**src/rtl/rsa_modexp_arbiter.sv**
```systemverilog
// rsa_modexp_arbiter
// Shares one modular-exponentiation engine between two requesting channels.
// A round-robin choice is made when both channels request in the same idle
// cycle. The granted channel's operands are latched and either handed to the
// engine or short-circuited for the trivial cases exp == 0 and mod < 2. If the
// engine hangs, a WAIT-state watchdog aborts the job.
//
// Ports
//   clk, rst                 clock, asynchronous active-high reset
//   req0/1                   level requests, held until the matching done
//   base0/1, exp0/1, mod0/1  per-channel operands (W bits)
//   gnt0/1                   channel currently owns the engine
//   done0/1, err0/1          one-cycle completion pulse and its error flag
//   result0/1                per-channel result, held until the next done
//   eng_start                one-cycle engine start pulse
//   eng_base/exp/mod         latched operands presented to the engine
//   eng_finished, eng_result engine completion level and remainder
module rsa_modexp_arbiter #(
   parameter int TIMEOUT = 70000,
   parameter int W       = 16
) (
   input  logic         clk,
   input  logic         rst,
   input  logic         req0,
   input  logic         req1,
   input  logic [W-1:0] base0,
   input  logic [W-1:0] exp0,
   input  logic [W-1:0] mod0,
   input  logic [W-1:0] base1,
   input  logic [W-1:0] exp1,
   input  logic [W-1:0] mod1,
   output logic         gnt0,
   output logic         gnt1,
   output logic         done0,
   output logic         done1,
   output logic         err0,
   output logic         err1,
   output logic [W-1:0] result0,
   output logic [W-1:0] result1,
   output logic         eng_start,
   output logic [W-1:0] eng_base,
   output logic [W-1:0] eng_exp,
   output logic [W-1:0] eng_mod,
   input  logic         eng_finished,
   input  logic [W-1:0] eng_result
);

   localparam int            CW       = $clog2(TIMEOUT + 1);
   localparam logic [CW-1:0] CNT_LAST = CW'(TIMEOUT - 1);
   localparam logic [CW-1:0] CNT_ONE  = CW'(1);
   localparam logic [W-1:0]  W_ZERO   = {W{1'b0}};
   localparam logic [W-1:0]  W_ONE    = {{(W-1){1'b0}}, 1'b1};

   typedef enum logic [2:0] {
      S_IDLE   = 3'd0,
      S_LAUNCH = 3'd1,
      S_WAIT   = 3'd2,
      S_SETTLE = 3'd3,
      S_DONE   = 3'd4
   } state_t;

   state_t        state_q, state_d;
   logic          rr_q, rr_d;       // channel that wins a simultaneous request
   logic          sel_q, sel_d;     // channel owning the current job
   logic [CW-1:0] cnt_q, cnt_d;     // WAIT cycles elapsed
   logic          gnt0_q, gnt0_d, gnt1_q, gnt1_d;
   logic          done0_q, done0_d, done1_q, done1_d;
   logic          err0_q, err0_d, err1_q, err1_d;
   logic [W-1:0]  result0_q, result0_d, result1_q, result1_d;
   logic          eng_start_q, eng_start_d;
   logic [W-1:0]  eng_base_q, eng_base_d, eng_exp_q, eng_exp_d, eng_mod_q, eng_mod_d;

   logic          pick_s;
   logic [W-1:0]  op_base_s, op_exp_s, op_mod_s;
   logic          fin_s, fin_err_s, fin_wr_s;
   logic [W-1:0]  fin_val_s;

   // Arbitration choice and operand mux for the channel that would be granted.
   always_comb begin
      pick_s = 1'b0;
      if (req0 && req1) begin
         pick_s = rr_q;
      end else if (req1) begin
         pick_s = 1'b1;
      end else begin
         pick_s = 1'b0;
      end
      if (pick_s) begin
         op_base_s = base1;
         op_exp_s  = exp1;
         op_mod_s  = mod1;
      end else begin
         op_base_s = base0;
         op_exp_s  = exp0;
         op_mod_s  = mod0;
      end
   end

   // Next-state and next-output logic of the job FSM.
   always_comb begin
      state_d     = state_q;
      rr_d        = rr_q;
      sel_d       = sel_q;
      cnt_d       = cnt_q;
      gnt0_d      = gnt0_q;
      gnt1_d      = gnt1_q;
      done0_d     = 1'b0;
      done1_d     = 1'b0;
      err0_d      = err0_q;
      err1_d      = err1_q;
      result0_d   = result0_q;
      result1_d   = result1_q;
      eng_start_d = 1'b0;
      eng_base_d  = eng_base_q;
      eng_exp_d   = eng_exp_q;
      eng_mod_d   = eng_mod_q;
      fin_s       = 1'b0;
      fin_err_s   = 1'b0;
      fin_wr_s    = 1'b0;
      fin_val_s   = W_ZERO;

      case (state_q)
         S_IDLE: begin
            if (req0 || req1) begin
               sel_d      = pick_s;
               gnt0_d     = ~pick_s;
               gnt1_d     = pick_s;
               eng_base_d = op_base_s;
               eng_exp_d  = op_exp_s;
               eng_mod_d  = op_mod_s;
               // The start pulse must already be high during LAUNCH, so it is
               // decided here from the same operands that are being latched.
               eng_start_d = (op_exp_s != W_ZERO) && (op_mod_s[W-1:1] != {(W-1){1'b0}});
               state_d    = S_LAUNCH;
            end else begin
               state_d = S_IDLE;
            end
         end
         S_LAUNCH: begin
            cnt_d = {CW{1'b0}};
            // mod < 2 wins over exp == 0: anything mod 1 is 0.
            if (eng_mod_q[W-1:1] == {(W-1){1'b0}}) begin
               fin_s     = 1'b1;
               fin_err_s = 1'b1;
               fin_wr_s  = 1'b1;
               fin_val_s = W_ZERO;
               state_d   = S_DONE;
            end else if (eng_exp_q == W_ZERO) begin
               fin_s     = 1'b1;
               fin_err_s = 1'b0;
               fin_wr_s  = 1'b1;
               fin_val_s = W_ONE;
               state_d   = S_DONE;
            end else begin
               state_d = S_WAIT;
            end
         end
         S_WAIT: begin
            if (eng_finished) begin
               state_d = S_SETTLE;
            end else if (cnt_q == CNT_LAST) begin
               fin_s     = 1'b1;
               fin_err_s = 1'b1;
               fin_wr_s  = 1'b0;
               state_d   = S_DONE;
            end else begin
               cnt_d = cnt_q + CNT_ONE;
            end
         end
         S_SETTLE: begin
            fin_s     = 1'b1;
            fin_err_s = 1'b0;
            fin_wr_s  = 1'b1;
            fin_val_s = eng_result;
            state_d   = S_DONE;
         end
         S_DONE: begin
            gnt0_d  = 1'b0;
            gnt1_d  = 1'b0;
            rr_d    = ~sel_q;
            state_d = S_IDLE;
         end
         default: begin
            gnt0_d  = 1'b0;
            gnt1_d  = 1'b0;
            state_d = S_IDLE;
         end
      endcase

      // Completion: done/err/result are loaded on the edge into DONE so they
      // are visible together while the FSM sits in DONE.
      if (fin_s) begin
         if (sel_q) begin
            done1_d = 1'b1;
            err1_d  = fin_err_s;
            if (fin_wr_s) begin
               result1_d = fin_val_s;
            end else begin
               result1_d = result1_q;
            end
         end else begin
            done0_d = 1'b1;
            err0_d  = fin_err_s;
            if (fin_wr_s) begin
               result0_d = fin_val_s;
            end else begin
               result0_d = result0_q;
            end
         end
      end else begin
         done0_d = 1'b0;
         done1_d = 1'b0;
      end
   end

   // State and output registers.
   always_ff @(posedge clk or posedge rst) begin
      if (rst) begin
         state_q     <= S_IDLE;
         rr_q        <= 1'b0;
         sel_q       <= 1'b0;
         cnt_q       <= {CW{1'b0}};
         gnt0_q      <= 1'b0;
         gnt1_q      <= 1'b0;
         done0_q     <= 1'b0;
         done1_q     <= 1'b0;
         err0_q      <= 1'b0;
         err1_q      <= 1'b0;
         result0_q   <= W_ZERO;
         result1_q   <= W_ZERO;
         eng_start_q <= 1'b0;
         eng_base_q  <= W_ZERO;
         eng_exp_q   <= W_ZERO;
         eng_mod_q   <= W_ZERO;
      end else begin
         state_q     <= state_d;
         rr_q        <= rr_d;
         sel_q       <= sel_d;
         cnt_q       <= cnt_d;
         gnt0_q      <= gnt0_d;
         gnt1_q      <= gnt1_d;
         done0_q     <= done0_d;
         done1_q     <= done1_d;
         err0_q      <= err0_d;
         err1_q      <= err1_d;
         result0_q   <= result0_d;
         result1_q   <= result1_d;
         eng_start_q <= eng_start_d;
         eng_base_q  <= eng_base_d;
         eng_exp_q   <= eng_exp_d;
         eng_mod_q   <= eng_mod_d;
      end
   end

   assign gnt0      = gnt0_q;
   assign gnt1      = gnt1_q;
   assign done0     = done0_q;
   assign done1     = done1_q;
   assign err0      = err0_q;
   assign err1      = err1_q;
   assign result0   = result0_q;
   assign result1   = result1_q;
   assign eng_start = eng_start_q;
   assign eng_base  = eng_base_q;
   assign eng_exp   = eng_exp_q;
   assign eng_mod   = eng_mod_q;

endmodule

```
**config.mk**
```make
export PLATFORM = sky130hd
export DESIGN_NAME = rsa_modexp_arbiter
export DESIGN_NICKNAME = d
export VERILOG_FILES = /design/src/rtl/rsa_modexp_arbiter.sv
export SDC_FILE = /design/constraint.sdc
export NUM_CORES = 1
export LEC_CHECK = 0
export CORE_UTILIZATION = 37
export CTS_CLUSTER_DIAMETER = 120
export DETAILED_ROUTE_END_ITERATION = 6
export PLACE_DENSITY = 0.67
export SKIP_LAST_GASP = 1
export SLEW_MARGIN = 20
export SYNTH_ARGS = -nofsm -noshare
export SYNTH_HDL_FRONTEND = slang
export SYNTH_SLANG_ARGS = --single-unit
```
**constraint.sdc**
```tcl
create_clock -name clk -period 5.4 [get_ports clk]
set_clock_uncertainty 0.2 [all_clocks]
set_input_delay 1.08 -clock clk [delete_from_list [all_inputs] [get_ports clk]]
set_output_delay 1.08 -clock clk [all_outputs]
set_load 0.05 [all_outputs]
```
**Yosys cells after proc, flatten, opt, wreduce, memory -nomap -nowiden**

Cells that the tools add are included.

- $add $sub $neg: 1
- Eq/ne operators: 9
- Mux-type cells: 35
- Bitwise operators: 3
- Reductions and logical operators: 17

Operator list:

| cell | count |
|---|---|
| 16-bit 2-to-1 mux | 3 |
| 17-bit 2-to-1 mux | 2 |
| 17-bit case mux with 2 select lines | 1 |
| 16-bit case mux with 2 select lines | 1 |
| 1-bit 2-to-1 mux | 18 |
| 17-bit by 1-bit adder with 17-bit output (second input constant) | 1 |
| 17-bit == test (second input constant) | 1 |
| 16-bit logical NOT | 1 |
| 16-bit nonzero test | 1 |
| 15-bit logical NOT | 1 |
| 15-bit nonzero test | 1 |
| 3-bit 2-to-1 mux | 4 |
| 3-bit case mux with 4 select lines | 1 |
| 3-bit AND reduction | 3 |
| 1-bit case mux with 2 select lines | 4 |
| 2-bit AND reduction | 4 |
| 3-bit by 2-bit == test with 1-bit output (second input constant) | 2 |
| 2-bit != test (second input constant) | 3 |
| 3-bit by 1-bit == test with 1-bit output (second input constant) | 1 |
| 3-bit == test (second input constant) | 1 |
| 3-bit logical NOT | 1 |
| 3-bit != test (second input constant) | 1 |
| 1-bit inverter | 3 |
| 1-bit case mux with 3 select lines | 1 |
| other kinds (4) | 5 |

- Register bits: 109
- Input port bits: 117
- Output and inout port bits: 87

**Depth between registers and ports, before layout**

- Depth after elaboration: 7
- Gate-level depth with buffers: 7

**Worst setup path after synthesis**

Ideal clock, no wire load.

- Kind: input to register
- Start: in eng_finished
- End: reg cnt_q[10]
- Library setup time: 133 ps
- Arrival time: 2448 ps
- Slack: 2618 ps
- Stages: 6
- Buffers on the path: 1
- Path through: or4b_4 -> a41oi_4 -> nand3_2 -> clkbuf_1 -> o211ai_1 -> o31ai_1

- Word-level cells in the longest chain between the ends: 2

RTL lines:

| element | RTL line | text |
|---|---|---|
| start: declaration | 44 | `input logic eng_finished,` |
| 2-bit != test (no line) | n/a |  |
| 3-bit AND reduction (no line) | n/a |  |
| end signal: assignment | 222 | `cnt_q <= {CW{1'b0}};` |
| end signal: assignment | 239 | `cnt_q <= cnt_d;` |
| end: declaration | 65 | `logic [CW-1:0] cnt_q, cnt_d;` |

Every way passes these cells.
A chain may end at the register's enable or synchronous reset.

**Worst setup path in the final report**

- Start: in eng_finished
- End: reg cnt_q[8]

The elaborated chain is that of the path after synthesis.

==> impl_metrics.json <==
{
  "yosys.area.top_type": "dfrtp_1",
  "powerDensity_nw_per_um2": 616.3,
  "drv_slew": 0,
  "crit_start": "eng_finished",
  "slew_headroom_pct": 31.66,
  "synth_cell_types": 38,
  "cts_tree": "yes",
  "power_mw": 4.623,
  "cts_setup_buffers": 0,
  "cts_hold_buf": 0,
  "grt_pass1_wl_mm": 22.45,
  "max_cap_viol_count": 0,
  "diodes": 0,
  "crit_path_max_fanout": 14,
  "synthesis.area_um2": 4985,
  "async_flop_share_pct": 100.0,
  "clk_pin_slew_ns": 0.08,
  "rsz0062_at_grt": "no",
  "clockBufferDepth": 2,
  "start_util_pct": 37.79,
  "period_share_pct": 59.16,
  "cts.sinks": 109,
  "yosysSeqAreaShare_pct": 54.72,
  "fin_crit_ns": 3.194,
  "synth_ff_type": "dfrtp_1",
  "status": "finished, final reports clean",
  "ys_warn_count": 0,
  "drt-pass1-iter-count": 4,
  "dpl.hpwl_mm": 10.39,
  "track_usage_pct": 20.44,
  "synth_edf_count": 0,
  "vias_per_cell": 5.161,
  "wl_mm": 13.76,
  "postSynthAreaPerCell_um2": 9.930,
  "critical_path_class": "input port to flop",
  "setup_viol": 0,
  "num-fill-cells": 1173,
  "die_h_um": 118.1,
  "p_leak_nw": 3.164,
  "synthTopCellsByArea": "dfrtp_1 55%, mux2i_1 10%, a21oi_1 5.3%",
  "post_cts_resize_count": 0,
  "drc": 0,
  "endpoint_kind": "flop",
  "critPathRequiredTime_ns": 5.48,
  "synth_commonest_cells": "109 x dfrtp_1, 61 x nand2_1, 58 x nor2_1",
  "syn_to_final_growth_pct": 50.48,
  "routed-via-count": 4526,
  "antenna_found_initial": 0,
  "cp.arrival_ns": 3.28,
  "dp_slack_ns": 1.790,
  "worst_slack_ns": 2.206,
  "core_area_um2": 13190,
  "rows": 42,
  "fin_setup_tns_ns": 0,
  "clk_latency_ns": 0.34,
  "final_hold_viol_count": 0,
  "peakVddDrop_uv": 420.8,
  "ys_ff_latch": 109,
  "max_freq_mhz": 313.0,
  "drive_gt1_share_pct": 4.850,
  "reg2regPathDepth": 5,
  "worst_slew_pin_slew_ns": 1.017,
  "drt_iter0_drc": 206,
  "h-tree-depth": 3,
  "io_pins": 204,
  "synth.most_common_cell": "dfrtp_1",
  "hold_path.class": "flop to flop",
  "gp_routability_congestion": 0.8315,
  "grt_pass1_vias": 4569,
  "num-nets-final": 814,
  "io_buffers": 203,
  "numCtsBuffers": 9,
  "grt_max_degree": 86,
  "overflow": 0,
  "fp.dieW_um": 118.1,
  "syn_nets": 620,
  "dieArea_um2": 13940,
  "critPathCapture": "cnt_q[8]$_DFFE_PP0P_",
  "synth_top_area_share_pct": 54.72,
  "postRouteAntennaNets": 0,
  "wl_per_cell_um": 15.69,
  "rrSetupSlack_ns": 2.87,
  "r2r-end": "cnt_q[8]$_DFFE_PP0P_",
  "clockRootBuffer": "clkbuf_16",
  "start_kind": "input port",
  "postSynthCellCount": 502,
  "r2r-start": "state_q[2]$_DFFE_PP0P_"
}
kinds of logic after synthesis:
group	synth area share (%)
buffers and inverters	2.736
AO/OA/AOI/OAI	13.68
flip-flops	54.72
adder cells (fa/ha/maj)	0.2510
multiplexers	10.04
AND/OR/NAND/NOR	17.70
XOR/XNOR	0.8787
placed cells by master, fill, tap and decap left out, drive strengths merged, types with 2 or more instances in the layout:
cell type	Yosys	final
inv	7	9
or3	2	2
or2	3	3
a41o	2	2
o211ai	10	10
o31ai	6	6
nor3	7	7
o21ai	40	40
nand3	11	11
dfrtp	109	109
clkinv	0	5
nand4	11	11
nor4	21	21
buf	4	7
and4	3	3
nor2	58	58
mux2i	50	50
clkbuf	23	9
a21oi	53	53
nor4b	2	2
xor2	3	3
nand2	61	61
o22a	2	2
xnor2	2	2
and2	3	3
clkdlybuf4s50	0	203
layer usage:
layer | global-route usage [%] | part of all wire, %
met1 | 24.68 | 42
met2 | 35.11 | 51
met3 | 6.202 | 6.4
met4 | 5.689 | 1.1
met5 | 0 | 0
worst min-delay path by stage:
stage / slack, ns / depth (start not counted) / startpoint / endpoint
after detailed placement: 0.27 / 2 / result0[14]$_DFFE_PP0P_ / result0[14]$_DFFE_PP0P_
final: 0.29 / 2 / result1[5]$_DFFE_PP0P_ / result1[5]$_DFFE_PP0P_
after floorplan: 0.25 / 2 / rr_q$_DFFE_PP0N_ / rr_q$_DFFE_PP0N_
after global routing: 0.31 / 2 / result0[1]$_DFFE_PP0P_ / result0[1]$_DFFE_PP0P_
after CTS: 0.29 / 2 / result0[13]$_DFFE_PP0P_ / result0[13]$_DFFE_PP0P_
after global placement: 0.26 / 2 / result0[13]$_DFFE_PP0P_ / result0[13]$_DFFE_PP0P_
area by class of cell:
| cell class | count | area [µm²] | area share, % |
|---|---|---|---|
| multi-input combinational | 359 | 2140 | 28.52 |
| inverter | 7 | 31.28 | 0.4170 |
| tap | 176 | 220.2 | 2.936 |
| sequential | 109 | 2728 | 36.36 |
| clock buffer | 9 | 225.2 | 3.003 |
| clock inverter | 7 | 60.06 | 0.8007 |
| timing repair buffer | 210 | 2097 | 27.96 |
flip-flops by register name, indices dropped and copies added, names as in the netlist:
register and flops:
done1 1, rr_q 1, state_q 3, eng_exp 16
eng_base 16, gnt0 1, err0 1, gnt1 1
eng_start 1, err1 1, result0 16, result1 16
cnt_q 17, done0 1, eng_mod 16, sel_q 1
stage by stage:
stage	utilization, %	instances	instance area (µm²)	hold WS (ns)
3_5_place_dp	54.53	860	7193	0.2716
6_report	56.87	877	7501	0.2859
3_3_place_gp	54.53	860	7193	0.2634
2_1_floorplan	-	502	4985	0.2485
4_1_cts	56.70	876	7478	0.2915
5_1_grt	56.87	877	7501	0.3132
power by group:
part	total (mW)	internal [mW]	switching, mW
logic	2.59	0.858	1.73
registers	1.40	1.15	0.253
clock network	0.628	0.320	0.308
total	4.62	2.33	2.29
critical path, cell delays in order:
cell and delay [ns]:
clkdlybuf4s50_1 0.44, or4b_4 0.56, a41oi_4 0.27, nand3_2 0.29, or4_1 0.55, nand2_1 0.08
No activity file was read; power rests on OpenSTA's default activity.
